==> src/rtl/ddr_frame_reader_pkg.sv <==
// rtl/ddr_frame_reader_pkg.sv - shared state encoding and bank-field constants for the frame reader
package ddr_frame_pkg;

    typedef enum logic [2:0] {
        S_IDLE       = 3'd0,
        S_WAIT_SPACE = 3'd1,
        S_REQ        = 3'd2,
        S_DATA       = 3'd3,
        S_DONE       = 3'd4
    } rd_state_t;

    // The bank select occupies the top BANK_W bits of every DDR word address.
    localparam int BANK_W          = 2;
    localparam int DEF_ADDR_W      = 25;
    localparam int DEF_DATA_W      = 64;
    localparam int DEF_FRAME_WORDS = 76800;
    localparam int DEF_BURST_LEN   = 64;

    function automatic int bank_lsb(input int addr_w);
        return addr_w - BANK_W;
    endfunction

endpackage

==> src/rtl/ddr_frame_reader_if.sv <==
// rtl/ddr_frame_reader_if.sv - DDR read command and read data channel between reader and memory controller
interface ddr_frame_reader_if #(
    parameter int ADDR_W = 25,
    parameter int DATA_W = 64
) ();

    logic              ddr_rd_req;
    logic [ADDR_W-1:0] ddr_rd_addr;
    logic [7:0]        ddr_rd_len;
    logic              ddr_rd_ack;
    logic              ddr_rd_data_valid;
    logic [DATA_W-1:0] ddr_rd_data;

    modport master (
        output ddr_rd_req,
        output ddr_rd_addr,
        output ddr_rd_len,
        input  ddr_rd_ack,
        input  ddr_rd_data_valid,
        input  ddr_rd_data
    );

    modport slave (
        input  ddr_rd_req,
        input  ddr_rd_addr,
        input  ddr_rd_len,
        output ddr_rd_ack,
        output ddr_rd_data_valid,
        output ddr_rd_data
    );

endinterface

==> src/rtl/ddr_frame_reader.sv <==
// rtl/ddr_frame_reader.sv - reads one frame from a DDR bank in bounded bursts into the Ethernet TX FIFO
module ddr_frame_reader
    import ddr_frame_pkg::*;
#(
    parameter int ADDR_W      = DEF_ADDR_W,
    parameter int DATA_W      = DEF_DATA_W,
    parameter int FRAME_WORDS = DEF_FRAME_WORDS,
    parameter int BURST_LEN   = DEF_BURST_LEN,
    parameter int FIFO_DEPTH  = 1024,
    parameter int CNT_W       = 11
) (
    input  logic                phy_clk,
    input  logic                sys_rstn,
    input  logic [BANK_W-1:0]   rd_bank,
    input  logic                rd_load,
    ddr_frame_reader_if.master  ddr,
    input  logic [CNT_W-1:0]    fifo_wr_cnt,
    output logic                fifo_wr_en,
    output logic [DATA_W-1:0]   fifo_wr_data,
    output logic                frame_rd_done,
    output logic                busy
);

    localparam int OFF_W = ADDR_W - BANK_W;
    localparam int WL_W  = $clog2(FRAME_WORDS + 1);

    // A whole burst must fit even for the short tail burst, so the threshold never depends on cur_len.
    localparam logic [CNT_W-1:0] SPACE_LIMIT = CNT_W'(FIFO_DEPTH - BURST_LEN);
    localparam logic [WL_W-1:0]  BURST_WL    = WL_W'(BURST_LEN);

    rd_state_t         r_state;
    rd_state_t         w_next_state;

    logic [BANK_W-1:0] r_bank;
    logic [OFF_W-1:0]  r_offset;
    logic [WL_W-1:0]   r_words_left;
    logic [7:0]        r_beat_cnt;
    logic              r_req;
    logic [ADDR_W-1:0] r_addr;
    logic [7:0]        r_len;
    logic              r_wr_en;
    logic [DATA_W-1:0] r_wr_data;

    logic [7:0]        w_cur_len;
    logic              w_space_ok;
    logic              w_beat;
    logic              w_last_beat;
    logic              w_frame_end;

    assign w_cur_len   = (r_words_left < BURST_WL) ? 8'(r_words_left) : 8'(BURST_LEN);
    assign w_space_ok  = (fifo_wr_cnt <= SPACE_LIMIT);
    assign w_beat      = (r_state == S_DATA) && ddr.ddr_rd_data_valid;
    assign w_last_beat = w_beat && (({1'b0, r_beat_cnt} + 9'd1) == {1'b0, r_len});
    assign w_frame_end = (r_words_left == WL_W'(r_len));

    always_ff @(posedge phy_clk or negedge sys_rstn) begin
        if (!sys_rstn) begin
            r_state <= S_IDLE;
        end else begin
            r_state <= w_next_state;
        end
    end

    always_comb begin
        w_next_state = r_state;
        case (r_state)
            S_IDLE:       if (rd_load)        w_next_state = S_WAIT_SPACE;
            S_WAIT_SPACE: if (w_space_ok)     w_next_state = S_REQ;
            S_REQ:        if (ddr.ddr_rd_ack) w_next_state = S_DATA;
            S_DATA:       if (w_last_beat)    w_next_state = w_frame_end ? S_DONE : S_WAIT_SPACE;
            S_DONE:                           w_next_state = S_IDLE;
            default:                          w_next_state = S_IDLE;
        endcase
    end

    // Done is decoded from the state entered on the final beat, so it lines up with that beat's FIFO write.
    always_comb begin
        frame_rd_done    = (r_state == S_DONE);
        busy             = (r_state != S_IDLE);
        ddr.ddr_rd_req   = r_req;
        ddr.ddr_rd_addr  = r_addr;
        ddr.ddr_rd_len   = r_len;
        fifo_wr_en       = r_wr_en;
        fifo_wr_data     = r_wr_data;
    end

    always_ff @(posedge phy_clk or negedge sys_rstn) begin
        if (!sys_rstn) begin
            r_bank       <= '0;
            r_offset     <= '0;
            r_words_left <= '0;
            r_beat_cnt   <= '0;
            r_req        <= 1'b0;
            r_addr       <= '0;
            r_len        <= '0;
            r_wr_en      <= 1'b0;
            r_wr_data    <= '0;
        end else begin
            r_wr_en <= w_beat;
            if (w_beat) begin
                r_wr_data <= ddr.ddr_rd_data;
            end
            case (r_state)
                S_IDLE: begin
                    if (rd_load) begin
                        r_bank       <= rd_bank;
                        r_offset     <= '0;
                        r_words_left <= WL_W'(FRAME_WORDS);
                    end
                end
                S_WAIT_SPACE: begin
                    if (w_space_ok) begin
                        r_req  <= 1'b1;
                        r_addr <= {r_bank, r_offset};
                        r_len  <= w_cur_len;
                    end
                end
                S_REQ: begin
                    if (ddr.ddr_rd_ack) begin
                        r_req      <= 1'b0;
                        r_beat_cnt <= '0;
                    end
                end
                S_DATA: begin
                    if (w_beat) begin
                        r_beat_cnt <= r_beat_cnt + 8'd1;
                    end
                    if (w_last_beat) begin
                        r_offset     <= r_offset + OFF_W'(r_len);
                        r_words_left <= r_words_left - WL_W'(r_len);
                    end
                end
                default: ;
            endcase
        end
    end

endmodule

==> src/flat_wrapper.sv <==
// flat-port wrapper written by rule: the top's interface ports become plain ports
module ddr_frame_reader_flat import ddr_frame_pkg::*;
#(
    parameter int ADDR_W      = DEF_ADDR_W,
    parameter int DATA_W      = DEF_DATA_W,
    parameter int FRAME_WORDS = DEF_FRAME_WORDS,
    parameter int BURST_LEN   = DEF_BURST_LEN,
    parameter int FIFO_DEPTH  = 1024,
    parameter int CNT_W       = 11
)
  (phy_clk, sys_rstn, rd_bank, rd_load, fifo_wr_cnt, fifo_wr_en, fifo_wr_data, frame_rd_done, busy, ddr_ddr_rd_req, ddr_ddr_rd_addr, ddr_ddr_rd_len, ddr_ddr_rd_ack, ddr_ddr_rd_data_valid, ddr_ddr_rd_data);
  ddr_frame_reader_if #(.ADDR_W(ADDR_W), .DATA_W(DATA_W)) ddr_i ();
  input  logic phy_clk;
  input  logic sys_rstn;
  input  logic [BANK_W-1:0] rd_bank;
  input  logic rd_load;
  input  logic [CNT_W-1:0] fifo_wr_cnt;
  output logic fifo_wr_en;
  output logic [DATA_W-1:0] fifo_wr_data;
  output logic frame_rd_done;
  output logic busy;
  output wire logic [$bits(ddr_i.ddr_rd_req)-1:0] ddr_ddr_rd_req;
  output wire logic [$bits(ddr_i.ddr_rd_addr)-1:0] ddr_ddr_rd_addr;
  output wire logic [$bits(ddr_i.ddr_rd_len)-1:0] ddr_ddr_rd_len;
  input wire logic [$bits(ddr_i.ddr_rd_ack)-1:0] ddr_ddr_rd_ack;
  input wire logic [$bits(ddr_i.ddr_rd_data_valid)-1:0] ddr_ddr_rd_data_valid;
  input wire logic [$bits(ddr_i.ddr_rd_data)-1:0] ddr_ddr_rd_data;
  assign ddr_ddr_rd_req = ddr_i.ddr_rd_req;
  assign ddr_ddr_rd_addr = ddr_i.ddr_rd_addr;
  assign ddr_ddr_rd_len = ddr_i.ddr_rd_len;
  assign ddr_i.ddr_rd_ack = ddr_ddr_rd_ack;
  assign ddr_i.ddr_rd_data_valid = ddr_ddr_rd_data_valid;
  assign ddr_i.ddr_rd_data = ddr_ddr_rd_data;
  ddr_frame_reader #(.ADDR_W(ADDR_W), .DATA_W(DATA_W), .FRAME_WORDS(FRAME_WORDS), .BURST_LEN(BURST_LEN), .FIFO_DEPTH(FIFO_DEPTH), .CNT_W(CNT_W)) u_core (.phy_clk(phy_clk), .sys_rstn(sys_rstn), .rd_bank(rd_bank), .rd_load(rd_load), .ddr(ddr_i), .fifo_wr_cnt(fifo_wr_cnt), .fifo_wr_en(fifo_wr_en), .fifo_wr_data(fifo_wr_data), .frame_rd_done(frame_rd_done), .busy(busy));
endmodule
==> config.mk <==
export PLATFORM = sky130hd
export DESIGN_NAME = ddr_frame_reader_flat
export DESIGN_NICKNAME = d
export VERILOG_FILES = /design/src/rtl/ddr_frame_reader_pkg.sv /design/src/rtl/ddr_frame_reader_if.sv /design/src/rtl/ddr_frame_reader.sv /design/src/flat_wrapper.sv
export SDC_FILE = /design/constraint.sdc
export NUM_CORES = 1
export LEC_CHECK = 0
export ABC_AREA = 1
export CAP_MARGIN = 20
export CELL_PAD_IN_SITES_DETAIL_PLACEMENT = 1
export CELL_PAD_IN_SITES_GLOBAL_PLACEMENT = 1
export CORE_MARGIN = 10
export CORE_UTILIZATION = 36
export DETAILED_ROUTE_END_ITERATION = 6
export PLACE_DENSITY_LB_ADDON = 0.1
export SYNTH_ARGS = -nofsm -noshare
export SYNTH_HDL_FRONTEND = slang
export SYNTH_SLANG_ARGS = --single-unit
==> constraint.sdc <==
create_clock -name phy_clk -period 2.45 [get_ports phy_clk]
set_input_delay 0.49 -clock phy_clk [delete_from_list [all_inputs] [get_ports phy_clk]]
set_output_delay 0.49 -clock phy_clk [all_outputs]
set_load 0.05 [all_outputs]
* Word level (Yosys, flattened, before mapping)
Cells that the tools add are included.
Cells by class: equal/unequal tests 11, add/subtract/negate cells 4, reduce and logical (&&, ||, !) cells 13, mux-type cells 19, magnitude comparators 2
Operators with widths (count):
- 2-to-1 mux 23 bit | 2
- case mux 23 bit (2 select lines) | 1
- 2-to-1 mux 17 bit | 2
- case mux 17 bit (2 select lines) | 1
- 2-to-1 mux 8 bit | 3
- adder 23 x 8 -> 23 bit | 1
- equality test 17 x 8 -> 1 bit | 1
- less-than comparator 17 x 7 -> 1 bit (second input constant) | 1
- subtractor 17 x 8 -> 17 bit | 1
- case mux 8 bit (2 select lines) | 1
- 2-to-1 mux 3 bit | 5
- case mux 3 bit (4 select lines) | 1
- less-or-equal comparator 11 x 10 -> 1 bit (second input constant) | 1
- adder 8 x 1 -> 9 bit (second input constant) | 1
- equality test 9 x 8 -> 1 bit | 1
- AND reduction 3 bit | 3
- adder 8 x 1 -> 8 bit (second input constant) | 1
- equality test 3 x 2 -> 1 bit (second input constant) | 2
- inequality test 2 x 1 -> 1 bit (second input constant) | 3
- nonzero test 2 bit | 3
- inequality test 2 bit (second input constant) | 2
- AND reduction 2 bit | 2
- AND reduction 4 bit | 1
- equality test 3 x 1 -> 1 bit (second input constant) | 1
- 6 further kinds | 8
Word-level totals: flip-flop bits (word level) 152, input bits 82

* Depth between registers and ports, before layout
depth in word-level cells 5, mapped depth 16, depth with buffers taken out 15

* Worst setup path after synthesis
OpenSTA, ideal clock, no wires.
kind register to register, start point reg u_core.r_len[1] (netlist: u_core.ddr.ddr_rd_len[1]), end point reg u_core.r_words_left[14], slack 0.056 ns, arrival time 2.268 ns, required time 2.324 ns, cell stages (with the launch flop) 13, path buffers 0, cell sequence dfrtp_1 inv_1 fa_1 nand3_1 nand3_1 nand2_1 nand3_1 nor2_1 nand3_1 nand2_1 nor2_1 nand2_1 o21ai_0
On the way: cells in the longest elaborated chain, start to end 4
RTL lines:
- start, declared | RTL line ddr_frame_reader.sv:40 | logic [7:0] r_len;
- start signal, assigned | RTL line ddr_frame_reader.sv:115 | r_len <= w_cur_len;
- parallel branches: the longest is 4 deep, another holds subtractor 17 x 8 -> 17 bit
- end signal, assigned | RTL line ddr_frame_reader.sv:108 | r_words_left <= WL_W'(FRAME_WORDS);
- end signal, assigned | RTL line ddr_frame_reader.sv:130 | r_words_left <= r_words_left - WL_W'(r_len);
- end, declared | RTL line ddr_frame_reader.sv:36 | logic [WL_W-1:0] r_words_left;
Several ways; the timed one is not identified. The select of a mux whose other input is x is not followed. A chain may end at the register's enable or synchronous reset.

* Worst setup path after layout
start point reg u_core.r_len[6] (netlist: u_core.ddr.ddr_rd_len[6]), end point out ddr_ddr_rd_len[6]
RTL lines:
- end, declared | RTL line flat_wrapper.sv:24 | output wire logic [$bits(ddr_i.ddr_rd_len)-1:0] ddr_ddr_rd_len;
No word-level cell between the ends.

==> metrics.yaml <==
syn_inst: 963
p_leak_nw: 5.06
ctsHtreeMaxLevel: 4
final_cell_mix: "nand2_1 (408), clkdlybuf4s50_1 (179), dfrtp_1 (150), inv_1 (87), nor2_1 (68)"
clk_latency_ns: 0.43
dr.pass1.iters: 5
skew_ns: 0.0129
vias: 6946
crit_type: "register to output pin"
timing.setup.tns_ns: 0
drive_gt1_frac: 0.0573
cp_top_family: "buffers and inverters"
path_buf_inv: 1
max_freq_mhz: 439
synth_seq_area_share: 0.506
cts_num_sinks: 152
antenna_found_initial: 0
totalWireLength_mm: 24.2
ios: 183
avgViaCountPerCell: 4.83
r2r-end: "u_core.r_offset[13]$_DFFE_PN0P_"
worst_pin_slew_ns: 0.587
ys_ff_latch: 152
die_area_sq_mm: 0.0270
reg2reg_depth: 11
port_buffers: 182
synth_cell_types: 37
ant_nets: 0
synth_top_area_frac: 0.506
setup_viol: 0
cts_tree: "done"
post-route-drc-count: 0
grt_pass1_vias: 7497
overflow: 0
maxSlewViolCount: 0
synthTopCellsByArea: "dfrtp_1 (51%), nand2_1 (20%), inv_1 (4.3%), o21ai_0 (3.7%), nor2_1 (3.4%)"
rsz0062_at_grt: "false"
dp_slack_ns: 0.0840
worstPathMaxFanout: 6
syn2layout_area_growth_pct: 38.8
final_common_cell: "nand2_1"
reg2reg_from: "u_core.ddr.ddr_rd_len[4]$_DFFE_PN0P_"
grt_start_max_net_pins: 70
fin_ws_ns: 0.174
end_kind: "output pin"
core_region_area_sq_mm: 0.0204
fp.dieW_um: 164
status: "finished clean"
hp-class: "input port to async pin"
fillers: 2468
crit_arrival_ns: 1.79
worstPathRequired_ns: 1.96
fin_nets: 1257
gp_congestion: 0.875
n_antenna_cell: 0
holdBufCountCts: 0
report.final.hold_viol_count: 0
cpPeakStageDelay_ns: 0.86
initial_core_util: 0.369
ys_warn_count: 0
syn-cell-area_sq_mm: 0.00751
powerDensity_mw_per_mm2: 1200
startpoint_type: "register"
layoutNonFillerInstCount: 1439
syn-num-nets: 1064
path_cells: "clkdlybuf4s50_1"
register_area_sq_mm: 0.00381
timing.slew.headroom: 0.608
wire_per_inst_um: 16.8
min_period_ns: 2.28
synth_area_per_cell_sq_um: 7.80
grt_pass1_wl_mm: 39.2
cts_setup_buffers: 0
root_buffer: "clkbuf_16"
dpl.hpwl_mm: 18.1
numCtsBuffers: 17
multi_input_area_sq_mm: 0.00325
ir_worst_vdd_mv: 0.552
post_cts_resized: 0
clk_path_buf_depth: 2
synth_largest_area_cell: "dfrtp_1"
rows: 52
clk_pin_slew_worst_paths_ns: 0.06
r2r_setup_slack_ns: 0.22
cap_violations: 0
drt_iter0_markers: 207
die_h_um: 164
grt_usage: 0.182
timing.final.crit_share: 0.929
placed_cells: 1407
cpMaxStageDelayCell: "clkdlybuf4s50_1"
through the flow:
stage | hold slack [ns] | cell area, sq um | total power [mW] | utilization
floorplan | 0.194 | 7510 | 7.44 | -
global placement | 0.453 | 9770 | 9.62 | 0.480
detailed placement | 0.459 | 9770 | 9.71 | 0.480
CTS | 0.0389 | 10400 | 12.7 | 0.512
global route | 0.0516 | 10400 | 13.3 | 0.512
finish | 0.0280 | 10400 | 12.5 | 0.512
sequential cells by signal, summed over array words and instances (netlist names), 2 cells and up:
signal and flops:
u_core.ddr.ddr_rd_addr 25, u_core.r_state 3, u_core.r_bank 2, u_core.r_beat_cnt 8
u_core.r_words_left 17, u_core.r_offset 23, u_core.ddr.ddr_rd_len 8, u_core.fifo_wr_data 64
worst max path at each step:
stage	startpoint	to	slack (ns)	cells after the start
5_1_grt	u_core.r_beat_cnt[0]$_DFFE_PN0P_	u_core.r_state[1]$_DFFE_PN0P_	0.004	16
4_1_cts	u_core.ddr.ddr_rd_len[0]$_DFFE_PN0P_	u_core.r_words_left[14]$_DFFE_PN0P_	0.13	15
6_report	u_core.ddr.ddr_rd_len[6]$_DFFE_PN0P_	ddr_ddr_rd_len[6]	0.17	1
3_3_place_gp	fifo_wr_cnt[3]	u_core.ddr.ddr_rd_len[6]$_DFFE_PN0P_	0.14	8
2_1_floorplan	u_core.ddr.ddr_rd_len[1]$_DFFE_PN0P_	u_core.r_words_left[14]$_DFFE_PN0P_	0.06	12
3_5_place_dp	fifo_wr_cnt[3]	u_core.ddr.ddr_rd_len[4]$_DFFE_PN0P_	0.08	8
power breakdown:
group	switching (mW)	internal [mW]	total (mW)
logic	4.01	1.85	5.85
clock network	1.11	1.82	2.93
registers	0.484	3.27	3.75
total	5.60	6.94	12.5
Yosys cell counts, drive strengths merged:
cell type and n:
or2 2, xnor3 1, buf 10, nor2 70, o21ai 55, nor3 8
o21a 1, nor4 2, nand3 46, nand4 12, a31oi 1, a21o 3
inv 88, and3 1, mux2 2, dfrtp 152, a21oi 13, ha 17
clkinv 1, o22ai 20, xor2 18, nand3b 2, fa 2, a31o 1
xnor2 6, clkbuf 18, and2 2, nand2 409
layout make-up:
cell class                 instances  area share
sequential                       152       0.365
multi-input combinational        694       0.312
clock buffer                      19      0.0415
tap                              270      0.0324
timing repair buffer             202       0.196
clock inverter                    13      0.0209
inverter                          89      0.0321
per-layer routing:
| metal | vias to the layer above | GRT usage | share of wire |
|---|---|---|---|
| met5 | - | 0 | 0 |
| met4 | 0 | 0.0403 | 0.0085 |
| met3 | 17 | 0.0831 | 0.096 |
| met2 | 154 | 0.305 | 0.48 |
| met1 | 3356 | 0.210 | 0.42 |
| li1 | 3419 | - | - |
kinds of logic after synthesis:
| group | Yosys count | share of synthesized area |
|---|---|---|
| multiplexers | 2 | 0.00300 |
| XOR/XNOR | 25 | 0.0310 |
| adder cells (fa/ha/maj) | 19 | 0.0337 |
| flip-flops | 152 | 0.506 |
| AND/OR/NAND/NOR | 554 | 0.297 |
| AO/OA/AOI/OAI | 94 | 0.0680 |
| buffers and inverters | 117 | 0.0610 |
Note: power is estimated with default switching activity, not from simulation.
